--- src/rtl/mau_pkg.sv ---
// Shared constants for the memory access unit: op fields, size codes, exception codes, FSM states.
package mau_pkg;

    localparam int unsigned OP_WE  = 3;
    localparam int unsigned OP_UNS = 2;
    localparam int unsigned CNT_W  = 8;

    localparam logic [1:0] SZ_B = 2'd0;
    localparam logic [1:0] SZ_H = 2'd1;
    localparam logic [1:0] SZ_W = 2'd2;
    localparam logic [1:0] SZ_D = 2'd3;

    localparam logic [1:0] EXC_NONE    = 2'd0;
    localparam logic [1:0] EXC_LD_ADDR = 2'd1;
    localparam logic [1:0] EXC_ST_ADDR = 2'd2;
    localparam logic [1:0] EXC_BUS     = 2'd3;

    typedef logic [1:0] state_t;
    localparam state_t ST_IDLE = 2'd0;
    localparam state_t ST_REQ  = 2'd1;
    localparam state_t ST_RESP = 2'd2;

    // True when the low address bits are not a multiple of the access size.
    function automatic logic is_misaligned(input logic [1:0] size, input logic [2:0] addr_lo);
        case (size)
            SZ_H:    return addr_lo[0];
            SZ_W:    return |addr_lo[1:0];
            SZ_D:    return |addr_lo;
            default: return 1'b0;
        endcase
    endfunction

endpackage

--- src/rtl/mau_lane_align.sv ---
// Byte-lane steering: byte enables and store shift toward the bus, load extract and extend from it.
module mau_lane_align
    import mau_pkg::*;
#(
    parameter int unsigned DATA_W = 32
) (
    input  logic [1:0]                    size,
    input  logic                          uns,
    input  logic [$clog2(DATA_W/8)-1:0]   off,
    input  logic [DATA_W-1:0]             wdata,
    input  logic [DATA_W-1:0]             rdata,
    output logic [DATA_W/8-1:0]           be_c,
    output logic [DATA_W-1:0]             wdata_c,
    output logic [DATA_W-1:0]             rdata_c
);

    localparam int unsigned NB    = DATA_W / 8;
    localparam int unsigned OFF_W = $clog2(NB);

    logic [NB-1:0]      be_base;
    logic [DATA_W-1:0]  mask;
    logic [DATA_W-1:0]  field;
    logic [OFF_W+2:0]   sh;

    // Size-derived masks, lane shifts and sign/zero extension of the loaded field.
    always_comb begin
        be_base = NB'(8'hFF);
        mask    = '1;
        case (size)
            SZ_B: begin be_base = NB'(8'h01); mask = DATA_W'(64'h0000_0000_0000_00FF); end
            SZ_H: begin be_base = NB'(8'h03); mask = DATA_W'(64'h0000_0000_0000_FFFF); end
            SZ_W: begin be_base = NB'(8'h0F); mask = DATA_W'(64'h0000_0000_FFFF_FFFF); end
            default: ;
        endcase
        sh      = {off, 3'b000};
        be_c    = be_base << off;
        wdata_c = (wdata & mask) << sh;
        field   = rdata >> sh;
        rdata_c = field;
        case (size)
            SZ_B: rdata_c = uns ? DATA_W'(field[7:0])  : DATA_W'($signed(field[7:0]));
            SZ_H: rdata_c = uns ? DATA_W'(field[15:0]) : DATA_W'($signed(field[15:0]));
            SZ_W: rdata_c = uns ? DATA_W'(field[31:0]) : DATA_W'($signed(field[31:0]));
            default: ;
        endcase
    end

endmodule

--- src/rtl/mem_access_unit.sv ---
// Load/store unit: accepts one request, runs a single bus transaction, returns an extended result.
module mem_access_unit
    import mau_pkg::*;
#(
    parameter int unsigned DATA_W  = 32,
    parameter int unsigned ADDR_W  = 32,
    parameter int unsigned TIMEOUT = 16
) (
    input  logic                  clk,
    input  logic                  rst_n,
    input  logic                  in_valid,
    output logic                  in_ready,
    input  logic [3:0]            in_op,
    input  logic [ADDR_W-1:0]     in_addr,
    input  logic [DATA_W-1:0]     in_wdata,
    output logic                  bus_req,
    output logic                  bus_we,
    output logic [ADDR_W-1:0]     bus_addr,
    output logic [DATA_W/8-1:0]   bus_be,
    output logic [DATA_W-1:0]     bus_wdata,
    input  logic                  bus_ack,
    input  logic                  bus_err,
    input  logic [DATA_W-1:0]     bus_rdata,
    output logic                  out_valid,
    input  logic                  out_ready,
    output logic [DATA_W-1:0]     out_rdata,
    output logic [1:0]            out_exc
);

    localparam int unsigned NB    = DATA_W / 8;
    localparam int unsigned OFF_W = $clog2(NB);
    localparam logic [CNT_W-1:0] CNT_LAST = CNT_W'(TIMEOUT - 1);
    localparam logic [CNT_W-1:0] CNT_MAX  = '1;

    state_t              state_q, state_d;
    logic [CNT_W-1:0]    cnt_q, cnt_d;
    logic [3:0]          op_q, op_d;
    logic [OFF_W-1:0]    off_q, off_d;
    logic                in_ready_q, in_ready_d;
    logic                bus_req_q, bus_req_d;
    logic                bus_we_q, bus_we_d;
    logic [ADDR_W-1:0]   bus_addr_q, bus_addr_d;
    logic [NB-1:0]       bus_be_q, bus_be_d;
    logic [DATA_W-1:0]   bus_wdata_q, bus_wdata_d;
    logic                out_valid_q, out_valid_d;
    logic [DATA_W-1:0]   out_rdata_q, out_rdata_d;
    logic [1:0]          out_exc_q, out_exc_d;

    logic [1:0]          la_size;
    logic                la_uns;
    logic [OFF_W-1:0]    la_off;
    logic [NB-1:0]       la_be_c;
    logic [DATA_W-1:0]   la_wdata_c, la_rdata_c;
    logic                bad_addr_c;

    // Steer the aligner from the live request while idle, from the latched request otherwise.
    always_comb begin
        la_size    = (state_q == ST_IDLE) ? in_op[1:0]          : op_q[1:0];
        la_uns     = (state_q == ST_IDLE) ? in_op[OP_UNS]       : op_q[OP_UNS];
        la_off     = (state_q == ST_IDLE) ? in_addr[OFF_W-1:0]  : off_q;
        bad_addr_c = is_misaligned(in_op[1:0], in_addr[2:0]) || ((in_op[1:0] == SZ_D) && (DATA_W != 64));
    end

    mau_lane_align #(.DATA_W(DATA_W)) u_lane_align (
        .size    (la_size),
        .uns     (la_uns),
        .off     (la_off),
        .wdata   (in_wdata),
        .rdata   (bus_rdata),
        .be_c    (la_be_c),
        .wdata_c (la_wdata_c),
        .rdata_c (la_rdata_c)
    );

    // Next-state and registered-output logic for IDLE -> (REQ) -> RESP -> IDLE.
    always_comb begin
        state_d     = state_q;
        cnt_d       = cnt_q;
        op_d        = op_q;
        off_d       = off_q;
        in_ready_d  = in_ready_q;
        bus_req_d   = bus_req_q;
        bus_we_d    = bus_we_q;
        bus_addr_d  = bus_addr_q;
        bus_be_d    = bus_be_q;
        bus_wdata_d = bus_wdata_q;
        out_valid_d = out_valid_q;
        out_rdata_d = out_rdata_q;
        out_exc_d   = out_exc_q;
        case (state_q)
            ST_IDLE: begin
                if (in_valid && in_ready_q) begin
                    op_d       = in_op;
                    off_d      = in_addr[OFF_W-1:0];
                    in_ready_d = 1'b0;
                    if (bad_addr_c) begin
                        state_d     = ST_RESP;
                        out_valid_d = 1'b1;
                        out_rdata_d = '0;
                        out_exc_d   = in_op[OP_WE] ? EXC_ST_ADDR : EXC_LD_ADDR;
                    end else begin
                        state_d     = ST_REQ;
                        cnt_d       = '0;
                        bus_req_d   = 1'b1;
                        bus_we_d    = in_op[OP_WE];
                        bus_addr_d  = in_addr;
                        bus_addr_d[OFF_W-1:0] = '0;
                        bus_be_d    = la_be_c;
                        bus_wdata_d = la_wdata_c;
                    end
                end
            end
            ST_REQ: begin
                if (cnt_q != CNT_MAX) cnt_d = cnt_q + CNT_W'(1);
                if (bus_err || (!bus_ack && (cnt_q >= CNT_LAST))) begin
                    state_d     = ST_RESP;
                    bus_req_d   = 1'b0;
                    out_valid_d = 1'b1;
                    out_rdata_d = '0;
                    out_exc_d   = EXC_BUS;
                end else if (bus_ack) begin
                    state_d     = ST_RESP;
                    bus_req_d   = 1'b0;
                    out_valid_d = 1'b1;
                    out_rdata_d = op_q[OP_WE] ? '0 : la_rdata_c;
                    out_exc_d   = EXC_NONE;
                end
            end
            ST_RESP: begin
                if (out_ready) begin
                    state_d     = ST_IDLE;
                    out_valid_d = 1'b0;
                    in_ready_d  = 1'b1;
                end
            end
            default: begin
                state_d     = ST_IDLE;
                bus_req_d   = 1'b0;
                out_valid_d = 1'b0;
                in_ready_d  = 1'b1;
            end
        endcase
    end

    // State and output registers; reset abandons any in-flight transaction.
    always_ff @(posedge clk or negedge rst_n) begin
        if (!rst_n) begin
            state_q     <= ST_IDLE;
            cnt_q       <= '0;
            op_q        <= '0;
            off_q       <= '0;
            in_ready_q  <= 1'b1;
            bus_req_q   <= 1'b0;
            bus_we_q    <= 1'b0;
            bus_addr_q  <= '0;
            bus_be_q    <= '0;
            bus_wdata_q <= '0;
            out_valid_q <= 1'b0;
            out_rdata_q <= '0;
            out_exc_q   <= EXC_NONE;
        end else begin
            state_q     <= state_d;
            cnt_q       <= cnt_d;
            op_q        <= op_d;
            off_q       <= off_d;
            in_ready_q  <= in_ready_d;
            bus_req_q   <= bus_req_d;
            bus_we_q    <= bus_we_d;
            bus_addr_q  <= bus_addr_d;
            bus_be_q    <= bus_be_d;
            bus_wdata_q <= bus_wdata_d;
            out_valid_q <= out_valid_d;
            out_rdata_q <= out_rdata_d;
            out_exc_q   <= out_exc_d;
        end
    end

    assign in_ready  = in_ready_q;
    assign bus_req   = bus_req_q;
    assign bus_we    = bus_we_q;
    assign bus_addr  = bus_addr_q;
    assign bus_be    = bus_be_q;
    assign bus_wdata = bus_wdata_q;
    assign out_valid = out_valid_q;
    assign out_rdata = out_rdata_q;
    assign out_exc   = out_exc_q;

endmodule

--- config.mk ---
export PLATFORM = sky130hd
export DESIGN_NAME = mem_access_unit
export DESIGN_NICKNAME = d
export VERILOG_FILES = /design/src/rtl/mau_pkg.sv /design/src/rtl/mau_lane_align.sv /design/src/rtl/mem_access_unit.sv
export SDC_FILE = /design/constraint.sdc
export NUM_CORES = 1
export LEC_CHECK = 0
export BUFFER_PORTS_ARGS = -buffer_cell sky130_fd_sc_hd__clkbuf_2
export CORE_UTILIZATION = 38
export DETAILED_ROUTE_END_ITERATION = 6
export SLEW_MARGIN = 30
export SYNTH_ARGS = -nofsm -noshare
export SYNTH_HDL_FRONTEND = slang
export SYNTH_HIERARCHICAL = 1
export SYNTH_SLANG_ARGS = --single-unit
--- constraint.sdc ---
create_clock -name clk -period 7 [get_ports clk]
set_input_delay 0.35 -clock clk [delete_from_list [all_inputs] [get_ports clk]]
set_output_delay 0.35 -clock clk [all_outputs]
set_load 0.02 [all_outputs]
After elaboration in Yosys (flattened, before gate mapping)
Cells that the tools add are included.

word-level totals
  memory bits (read-only) = 0
  word-level logic and storage cells = 98
  register bits after elaboration = 120
  bits in latches = 0
  memories = 0
  input port bits = 106
  RAM bits = 0
  output and inout bits = 106

operators by class
  multiply operators = 0
  multiplexer cells = 45
  div/mod/pow operators = 0
  $add $sub $neg = 1
  bitwise gates (word level) = 4
  shift-type cells = 3
  reductions and logical operators = 18
  equality and inequality tests = 13
  magnitude comparators = 1

operators by type and width
  kind                                                                   number
  32-bit 2-to-1 mux                                                      7
  32-bit one-hot mux with 2 select lines                                 3
  32-bit AND                                                             1
  32-bit by 5-bit << shifter with 32-bit output                          1
  32-bit by 5-bit >> shifter with 32-bit output                          1
  2-bit 2-to-1 mux                                                       12
  8-bit 2-to-1 mux                                                       3
  8-bit one-hot mux with 2 select lines                                  1
  4-bit AND reduction                                                    4
  1-bit 2-to-1 mux                                                       12
  1-bit one-hot mux with 3 select lines                                  4
  3-bit AND reduction                                                    3
  8-bit by 1-bit adder with 8-bit output, second input constant          1
  8-bit by 4-bit >= comparator with 1-bit output, second input constant  1
  2-bit inequality test, second input constant                           4
  8-bit inequality test, second input constant                           1
  4-bit one-hot mux with 2 select lines                                  1
  2-bit by 1-bit equality test with 1-bit output, second input constant  3
  2-bit equality test, second input constant                             3
  2-bit one-hot mux with 3 select lines                                  1
  2-bit logical NOT                                                      2
  2-bit one-hot mux with 2 select lines                                  1
  4-bit by 2-bit << shifter with 4-bit output                            1
  3-bit inequality test, second input constant                           1
  9 further kinds                                                        13

Logic depth before layout (Yosys ltp)
Gate-level depths: netlist of the first run.

  word-level depth = 9
  mapped depth = 11
  mapped depth without buffers = 7

Cells and area by module
Netlist of the first run, hierarchy kept.

by module, submodules not included
  module           cells each  seq. area each (um2)  instances  area each (um2)
  mem_access_unit  466         3004.1                1          4815.9
  mau_lane_align   198         0.0                   1          1373.8

Least setup slack after synthesis of the first run
No wires, ideal clock.

  path type = register to register
  from = register state_q[0]
  to = register out_rdata_q[10] (netlist: out_rdata[10])
  clock period less this slack = 2408 ps
  arrival = 2287 ps
  setup time = 121 ps
  cell stages (with the launch flop) = 9
  path buffers = 2
  setup slack = 4592 ps
  data required time = 6879 ps
  path through = dfrtp_1 buf_6 nor2_1 mux2_2 buf_6 mux2_4 a221o_1 a21boi_1 a22o_1

on the way
  longest elaborated chain between the ends = 9
  elaborated cells on any way between the ends = 20
  those cells by class = 5 x eq/ne; 1 x shift; 10 x mux; 4 x reduce/logical

ends and longest elaborated chain
  item                                             RTL line                                    text
  from (decl)                                      mem_access_unit.sv:35                       state_t state_q, state_d;
  from (signal assigned)                           mem_access_unit.sv:162                      state_q <= state_d;
  2-bit logical NOT *                              mem_access_unit.sv:60                       la_off = (state_q == ST_IDLE) ? in_addr[OFF_W-1:0] : off_q;
  2-bit 2-to-1 mux *                               mem_access_unit.sv:60
  named net la_off[1]                              mem_access_unit.sv:51                       logic [OFF_W-1:0] la_off;
  32-bit by 5-bit >> shifter with 32-bit output *  mau_lane_align.sv:38                        field = rdata >> sh;
  32-bit 2-to-1 mux, on equally long branches      mau_lane_align.sv:42, mau_lane_align.sv:41
  32-bit one-hot mux with 2 select lines *         mau_lane_align.sv:40                        case (size)
  named net la_rdata_c[10]                         mem_access_unit.sv:53                       logic [DATA_W-1:0] la_wdata_c, la_rdata_c;
  32-bit 2-to-1 mux *                              mem_access_unit.sv:125                      out_rdata_d = op_q[OP_WE] ? '0 : la_rdata_c;
  32-bit 2-to-1 mux *                              mem_access_unit.sv:121                      end else if (bus_ack) begin
  32-bit 2-to-1 mux *                              mem_access_unit.sv:115                      if (bus_err || (!bus_ack && (cnt_q >= CNT_LAST))) begin
  32-bit one-hot mux with 2 select lines *         mem_access_unit.sv:90                       case (state_q)
  to (signal assigned)                             mem_access_unit.sv:173                      out_rdata_q <= out_rdata_d;
  to (decl)                                        mem_access_unit.sv:46                       logic [DATA_W-1:0] out_rdata_q, out_rdata_d;

Mark *: on every way through the listed nets, which the timed path passes. The rest lies on a longest branch. The select of a mux whose other input is x is not followed.
A chain may end at the register's enable or synchronous reset.

Worst setup path after layout of the first run
  from = register state_q[0]
  to = register out_rdata_q[22] (netlist: out_rdata[22])

The elaborated chain is that of the path after synthesis.

==> flow_metrics.tcl, run 1 <==
set metrics [dict create \
    grt_first_pass_wirelength_mm 27.68 \
    worst_slew_margin_rel 0.3735 \
    timing.critical_path.to_type "flop" \
    floorplan.core_area_mm2 0.01589 \
    clkLatencyLatePin_ns 0.42 \
    clk_transition_reported_paths_ns 0.06 \
    area_growth_pct 27.33 \
    max_stage_delay_ns 0.60 \
    synth-edff-count 0 \
    setup_viol 0 \
    grt_antenna_before_repair 0 \
    mostFrequentLayoutCell "nand2_1" \
    stdcell_area_mm2 0.007881 \
    placedInstanceArea_mm2 0.007273 \
    setup.reg_to_reg.worst_slack_ns 3.78 \
    synth.yosys.seq_area_share 0.4853 \
    vdd_drop_max_uv 201.0 \
    outcome "completed" \
    drt_first_pass_iters 5 \
    drt.antenna.violating_nets 0 \
    floorplan.die_area_mm2 0.01680 \
    finalCritPeriodShare 0.4603 \
    insertedDiodeCount 0 \
    totalWireLength_mm 17.77 \
    globalRouteOverflowTotal 0 \
    floorplan.io_pins 212 \
    criticalPathCategory "flop to flop" \
    vertical_extent_of_the_die_um 129.6 \
    path_buf_inv 2 \
    synthesized_area_per_cell_um2 9.322 \
    cp_max_fo 50 \
    startpoint_type "flop" \
    clock_skew_ns 0.007481 \
    max_clock_freq_mhz 310.4 \
    worst_path_dominant_cell_family "simple AND/OR/NAND/NOR gates" \
    cts-htree-levels 4 \
    cap_viol_max_count 0 \
    hold_crit_class "input pin to flop" \
    cell_with_the_biggest_individual_delay_on_the_critical_path "nand2_1" \
    fin_tns_setup_ns 0 \
    clock_sinks 120 \
    cts_tree "done" \
    initialDrtViolationCount 395 \
    groute.usage.overall 0.2164 \
    synthDistinctLibCells 57 \
    finalHoldWorstSlack_ns 0.1183 \
    power_density_mw_per_mm2 432.7 \
    share_of_synthesized_registers_carrying_an_async_set_or_reset 1.000 \
    unrepaired_setup_endpoints_after_global_routing "false" \
    synth.ff_latch_count 120 \
    vias_per_cell 5.097 \
    tightestPinTransition_ns 0.9363 \
    synth_cells 664 \
    cts_buffers 17 \
    hold_viol 0 \
    slew_violations 0 \
    leakagePower_nw 4.175 \
    final_layout_size_suffix_gt1_frac 0.3256 \
    post_cts_resize_count 0 \
    initial_core_utilization 0.3897 \
    arrival_ns 3.52 \
    via_count_of_the_first_global_routing_pass 5123 \
    timing.critical_path.required_ns 7.30 \
    placement.io_buffers 209 \
    synth-warning-count 6 \
    rows 46 \
    gp_congestion 0.8243 \
    clock_tree.root_cell "clkbuf_16" \
    mappedNetlistArea_mm2 0.006190 \
    dieWidth_um 129.6 \
    synth_ff_type "dfrtp_1" \
    fin_nets 957 \
    layout.cells.most_common_list "nand2_1 (216), clkbuf_2 (208), dfrtp_1 (119)" \
    detailroute.via_count 5500 \
    remaining_drc_errors 0 \
    grt_max_degree 75 \
    path_cells "nor2_1, mux2_2, buf_4, clkinv_1, nand2_1, o2111ai_1, a22o_1" \
    dp_hpwl_mm 12.09 \
    clock_tree.buffer_depth 2 \
    timing.final.crit_period_ns 3.222 \
    detail_route.wl_per_cell_um 16.47 \
]
==> report_power, final <==
part | leakage, nW | switching [W] | internal (W)
logic | 2.32 | 0.000871 | 0.000503
registers | 1.57 | 0.000181 | 0.000966
clock network | 0.278 | 0.000324 | 0.000567
total | 4.17 | 0.00138 | 0.00204
==> sequential cells by signal (all words and copies together), names as in the netlist <==
signal	count
cnt_q	8
in_ready	1
bus_addr	30
out_exc	2
state_q	2
op_q	4
out_rdata	32
bus_req	1
bus_wdata	32
bus_we	1
off_q	2
bus_be	4
out_valid	1
==> logic make-up (layout without fill, tap and decap cells) <==
family | count (synthesis) | in the layout | share of synthesized area
buffers and inverters | 56 | 254 | 0.05417
adders and majority gates | 1 | 1 | 0.002021
AOI/OAI and AO/OA | 133 | 133 | 0.1565
xor gates and xnor gates | 2 | 2 | 0.002831
other | 1 | 2 | 0.0006058
DFF | 120 | 120 | 0.4853
muxes | 39 | 39 | 0.06691
and+or+nand+nor | 312 | 312 | 0.2317
==> routing by layer <==
metal | GRT usage | share of wire | vias up
met2 | 0.3215 | 0.43 | 218
met5 | 0 | 0 | -
li1 | - | - | 2661
met1 | 0.3024 | 0.48 | 2595
met3 | 0.05491 | 0.071 | 26
met4 | 0.08276 | 0.019 | 0
==> layout make-up <==
class | count | area, um^2
tap | 216 | 270.3
clock buffer | 20 | 446.7
inverter | 5 | 18.77
sequential | 120 | 3004
fill | 1593 | 8004
multi-input combinational | 489 | 2867
timing repair buffer | 217 | 1124
clock inverter | 12 | 151.4
==> worst reg2reg max path: stages, from the launching register on <==
cell and delay [ns]:
dfrtp_1 0.50, nor2_1 0.39, mux2_2 0.23, buf_4 0.48
clkinv_1 0.44, nand2_1 0.60, o2111ai_1 0.22, a22o_1 0.25
==> worst paths after layout <==
| check | startpoint | to | depth (start not counted) |
|---|---|---|---|
| max | state_q[0] | out_rdata[22] | 7 |
| min | in_addr[16] | bus_addr[16] | 3 |
| max reg2reg | state_q[0] | out_rdata[22] | 7 |
| min reg2reg | bus_wdata[0] | bus_wdata[0] | 2 |
| max in group asynchronous | rst_n | bus_wdata[27] | 4 |
| min in group asynchronous | rst_n | out_rdata[4] | 2 |
==> Yosys cell counts (2+ instances only) <==
master / instances / area, um^2
a31oi_1: 9 / 56.30
o2bb2ai_1: 10 / 87.58
clkbuf_1: 4 / 15.01
inv_1: 4 / 15.01
and2_1: 17 / 106.4
o21ai_1: 2 / 10.01
o21ai_0: 9 / 45.04
nand3_1: 10 / 50.05
o211ai_1: 3 / 22.52
nor3_1: 3 / 15.01
a22oi_1: 8 / 60.06
o21a_1: 2 / 15.01
mux2i_1: 26 / 260.3
a21boi_1: 7 / 52.55
dfrtp_1: 119 / 2978
mux2_2: 11 / 123.9
nor2b_1: 10 / 62.56
nand2_1: 216 / 810.8
buf_6: 7 / 78.83
or2_2: 7 / 43.79
buf_2: 31 / 155.2
o31ai_1: 2 / 15.01
a211oi_1: 9 / 67.56
o2111ai_1: 9 / 78.83
a21oi_1: 20 / 100.1
xor2_1: 2 / 17.52
nor2_1: 20 / 75.07
nand4_1: 9 / 56.30
nand2b_1: 3 / 18.77
buf_4: 9 / 67.56
mux2_4: 2 / 30.03
o22ai_1: 8 / 50.05
a22o_1: 32 / 280.3
==> through the flow <==
| step | power [W] | setup slack (ns) | std cells | utilization |
|---|---|---|---|---|
| after global routing | 0.003632 | 3.534 | 1079 | 0.4961 |
| final | 0.003411 | 3.778 | 1079 | 0.4961 |
| after detailed placement | 0.002525 | 3.814 | 1046 | 0.4579 |
| after global placement | 0.002514 | 3.896 | 1045 | 0.4566 |
| after CTS | 0.003438 | 3.796 | 1079 | 0.4961 |
| after floorplan | 0.002101 | 4.592 | 665 | - |
==> what timing repair did <==
item                                   in CTS  in global routing
setup buffers                               0                  0
hold buffers                                1                  0
endpoints found under the hold margin      45                  0
setup endpoints to repair                   0                  0
Note: power is estimated with default switching activity, not from simulation.
==> inputs of run 2 (changes only) <==
PLACE_DENSITY = 0.66   (was not set)
clock period = 2.9 ns   (was 7 ns; I/O delays follow)
==> run 2 against run 1 <==
Against the previous run: hold slack worse by 0.11 ns; critical path type unchanged; utilization up 3.1 points; count of clock-buffer cells in the layout up 1; via count up 4.4%; routed wire length up 3.6%; clock power rose to 2.7 times the previous value; sequential share of layout area down 2.2 points; design area up 6.2%; critical path depth down 1; die area unchanged; sequential cell count unchanged.
==> flow_metrics.tcl, run 2 (synthesis gave the netlist of run 1 again) <==
set metrics [dict create \
    leakagePower_nw 4.397 \
    slew_violations 0 \
    globalRouteOverflowTotal 0 \
    p_total_w 0.008547 \
    fin_nets 997 \
    final_layout_size_suffix_gt1_frac 0.3212 \
    floorplan.die_area_mm2 0.01680 \
    max_clock_freq_mhz 389.1 \
    cell_with_the_biggest_individual_delay_on_the_critical_path "mux2_2" \
    postLayoutCoreUtil 0.5271 \
    floorplan.core_area_mm2 0.01589 \
    dieWidth_um 129.6 \
    setup.reg_to_reg.worst_slack_ns 0.33 \
    clock_tree.root_cell "clkbuf_16" \
    worst_hold_path_startpoint "in_op[3]" \
    startpoint_type "flop" \
    detailroute.via_count 5744 \
    clock_sinks 120 \
    timing.critical_path.to_type "flop" \
    arrival_ns 2.87 \
    max_stage_delay_ns 0.47 \
    initial_core_utilization 0.3897 \
    cts-htree-levels 4 \
    hold_crit_class "input pin to flop" \
    clk_transition_reported_paths_ns 0.05 \
    critPathLaunch "state_q[0]" \
    initialDrtViolationCount 444 \
    area_growth_pct 35.27 \
    fin_ws_ns 0.3297 \
    timing.final.crit_period_ns 2.570 \
    drt_first_pass_iters 5 \
    cts_buffers 17 \
    detail_route.wl_per_cell_um 16.45 \
    groute.usage.overall 0.2227 \
    path_cells "nor2_1, mux2_2, mux2_4, nand3_1, o2111ai_1, a22o_1" \
    fin_tns_setup_ns 0 \
    hold_viol 0 \
    power_density_mw_per_mm2 1021 \
    tightestPinTransition_ns 0.7695 \
    grt_max_degree 51 \
    outcome "completed" \
    criticalPathCategory "flop to flop" \
    setup_viol 0 \
    grt_antenna_before_repair 0 \
    postCtsSetupBuffers 0 \
    vertical_extent_of_the_die_um 129.6 \
    clkLatencyLatePin_ns 0.42 \
    worst_slew_margin_rel 0.4859 \
    preCtsSetupSlack_ns 0.3882 \
    cts_tree "done" \
    r2r-start "state_q[0]" \
    clock_skew_ns 0.006156 \
    insertedDiodeCount 0 \
    dp_hpwl_mm 12.56 \
    cap_viol_max_count 0 \
    finalCritPeriodShare 0.8863 \
    layout.cells.most_common_list "nand2_1 (216), clkbuf_2 (208), dfrtp_1 (119)" \
    mostFrequentLayoutCell "nand2_1" \
    totalWireLength_mm 18.40 \
    gp_congestion 0.8844 \
    via_count_of_the_first_global_routing_pass 5398 \
    drt.antenna.violating_nets 0 \
    remaining_drc_errors 0 \
    vdd_drop_max_uv 575.7 \
    cp_max_fo 16 \
    rows 46 \
    clock_tree.buffer_depth 2 \
    unrepaired_setup_endpoints_after_global_routing "false" \
    timing.critical_path.required_ns 3.20 \
    floorplan.io_pins 212 \
    placement.io_buffers 209 \
    grt_first_pass_wirelength_mm 28.45 \
    vias_per_cell 5.133 \
]
run 2: worst max-delay path, delay by kind of cell, from the launching register on:
family | cells | cell delay, ns
and+or+nand+nor | 2 | 0.79
DFF | 1 | 0.37
AOI/OAI and AO/OA | 2 | 0.51
muxes | 2 | 0.80
run 2: path summary, 6_finish.rpt:
kind | end | cells past startpoint
min in group asynchronous | bus_be[0] | 2
max in group asynchronous | bus_wdata[30] | 3
hold / removal | bus_we | 3
setup reg to reg | out_rdata[21] | 6
hold reg to reg | bus_addr[9] | 2
setup / recovery | out_rdata[21] | 6
run 2: per-stage QoR:
step                cells  hold WS (ns)  cell area, um^2
floorplan             665       -0.1506             6193
global placement     1053        0.2214             7351
detailed placement   1053        0.2158             7351
CTS                  1118      0.006001             8346
global route         1119       0.01768             8373
finish               1119      0.004818             8373
run 2: where the power goes:
part / internal (W) / switching (W)
Sequential: 0.00233 / 0.000421
Combinational: 0.00129 / 0.00215
Clock: 0.00159 / 0.000767
run 2: per-layer routing:
metal	track usage	routed length, um	vias to the layer above
li1	-	-	2754
met1	0.2977	8267	2718
met2	0.3451	8465	249
met3	0.05574	1315	23
met4	0.08960	356	0
met5	0	0	-
run 2: final cells by class:
type                       count  area, um^2
clock buffer                  21       470.5
clock inverter                11       193.9
fill                        1484        7512
inverter                       5       18.77
multi-input combinational    489        2867
sequential                   120        3004
tap                          216       270.3
timing repair buffer         257        1549
run 2: what timing repair did:
action / 4_1_cts / 5_1_grt
hold buffers: 33 / 0
endpoints found under the hold margin: 78 / 0
gates resized for setup: 0 / 0
setup endpoints to repair: 0 / 0
==> inputs of run 3 (changes only) <==
CORE_ASPECT_RATIO = 0.8   (was not set)
CORE_UTILIZATION = 45   (was 38)
GPL_ROUTABILITY_DRIVEN = 1   (was not set)
PLACE_DENSITY = 0.76   (was 0.66)
==> run 3 against run 2 <==
Against the previous run: cell count fell by 3.8%; via count rose by 1.5%; design area decreased by 2.2%; clock power down 14%; combinational power is essentially flat; sequential cell count did not move; global-route usage grew 3.8 points; critical path type unchanged; largest power group unchanged.
==> flow_metrics.tcl, run 3 (synthesis gave the netlist of run 1 again) <==
set metrics [dict create \
    detail_route.wl_per_cell_um 16.78 \
    dieWidth_um 133.1 \
    floorplan.core_area_mm2 0.01315 \
    floorplan.die_area_mm2 0.01423 \
    layout.cells.most_common_list "nand2_1 (216), clkbuf_2 (208), dfrtp_1 (119)" \
    slew_violations 0 \
    mostFrequentLayoutCell "nand2_1" \
    vertical_extent_of_the_die_um 106.9 \
    outcome "completed" \
    globalRouteOverflowTotal 0 \
    fin_tns_setup_ns 0 \
    via_count_of_the_first_global_routing_pass 5729 \
    grt_first_pass_wirelength_mm 29.09 \
    setup.reg_to_reg.worst_slack_ns 0.28 \
    area_growth_pct 32.30 \
    arrival_ns 2.92 \
    finalHoldWorstSlack_ns 0.008467 \
    cts_buffers 17 \
    dp_hpwl_mm 12.38 \
    cts_tree "done" \
    place_inst 1012 \
    detailroute.via_count 5829 \
    timing.critical_path.to_type "flop" \
    max_clock_freq_mhz 381.2 \
    leakagePower_nw 4.338 \
    hold_crit_class "input pin to flop" \
    totalWireLength_mm 18.08 \
    drt.antenna.violating_nets 0 \
    finalCritPeriodShare 0.9045 \
    vdd_drop_max_uv 459.2 \
    startpoint_type "flop" \
    cts-htree-levels 4 \
    initialDrtViolationCount 440 \
    layout.cells.non_filler 1077 \
    gp_congestion 0.9003 \
    postCtsSetupBuffers 0 \
    hold_viol 0 \
    worst_slew_margin_rel 0.5255 \
    insertedDiodeCount 0 \
    p_total_w 0.008194 \
    cp_max_fo 16 \
    cap_viol_max_count 0 \
    floorplan.io_pins 212 \
    placement.io_buffers 209 \
    final_layout_size_suffix_gt1_frac 0.3215 \
    groute.usage.overall 0.2611 \
    setup_viol 0 \
    rows 37 \
    criticalPathCategory "flop to flop" \
    clock_skew_ns 0.008716 \
    clock_tree.buffer_depth 2 \
    clock_sinks 120 \
    drt_first_pass_iters 5 \
    grt_max_degree 59 \
    vias_per_cell 5.412 \
    initial_core_utilization 0.4708 \
    timing.final.crit_period_ns 2.623 \
    tightestPinTransition_ns 0.7098 \
    power_density_mw_per_mm2 1001 \
    unrepaired_setup_endpoints_after_global_routing "false" \
    timing.critical_path.required_ns 3.20 \
    grt_antenna_before_repair 0 \
    clkLatencyLatePin_ns 0.41 \
    remaining_drc_errors 0 \
    fin_nets 996 \
    clk_transition_reported_paths_ns 0.06 \
    clock_tree.root_cell "clkbuf_16" \
]
[run 3: worst max-delay path: stages (launching register included)]
cell	delay [ns]
dfrtp_1	0.37
nor2_1	0.33
mux2_2	0.49
mux2_4	0.33
nand3_1	0.50
o2111ai_1	0.23
a22o_1	0.25
[run 3: final timing paths]
check                         startpoint  depth (start not counted)            end
max                           state_q[0]                          6  out_rdata[17]
min                             in_op[3]                          3         bus_we
max reg2reg                   state_q[0]                          6  out_rdata[17]
min reg2reg                bus_wdata[13]                          2  bus_wdata[13]
max in group asynchronous          rst_n                          3    bus_addr[8]
min in group asynchronous          rst_n                          2   bus_addr[31]
[run 3: layout make-up]
| cell class | count | area [um^2] |
|---|---|---|
| inverters | 5 | 18.77 |
| clock inverters | 15 | 146.4 |
| flip-flops and latches | 120 | 3004 |
| multi-input cells | 489 | 2867 |
| repair buffers | 256 | 1509 |
| fillers | 1116 | 4959 |
| well taps | 175 | 219.0 |
| clock buffers | 17 | 425.4 |
[run 3: per-layer routing]
layer	vias up	track usage	part of all wire	wire [um]
met3	22	0.08038	0.093	1687
met1	2772	0.3477	0.43	7860
met2	278	0.4114	0.46	8265
met5	-	0	0	0
li1	2757	-	-	-
met4	0	0.07386	0.015	263
[run 3: where the power goes]
group / leakage (nW) / total (W) / internal [W] / switching, W
clock: 0.268 / 0.00203 / 0.00119 / 0.000832
combinational: 2.50 / 0.00343 / 0.00128 / 0.00215
sequential: 1.57 / 0.00274 / 0.00233 / 0.000410
[run 3: per-stage QoR]
stage | utilization | cell area [um^2] | setup slack (ns)
floorplan | - | 6193 | 0.4921
global placement | 0.5542 | 7287 | 0.4257
detailed placement | 0.5542 | 7287 | 0.3392
CTS | 0.6221 | 8179 | 0.3259
global route | 0.6229 | 8189 | 0.04744
finish | 0.6229 | 8189 | 0.2769
[run 3: repair_timing]
action,CTS,global route
hold endpoints to repair,76,1
hold buffers,32,1
resized for setup,0,0
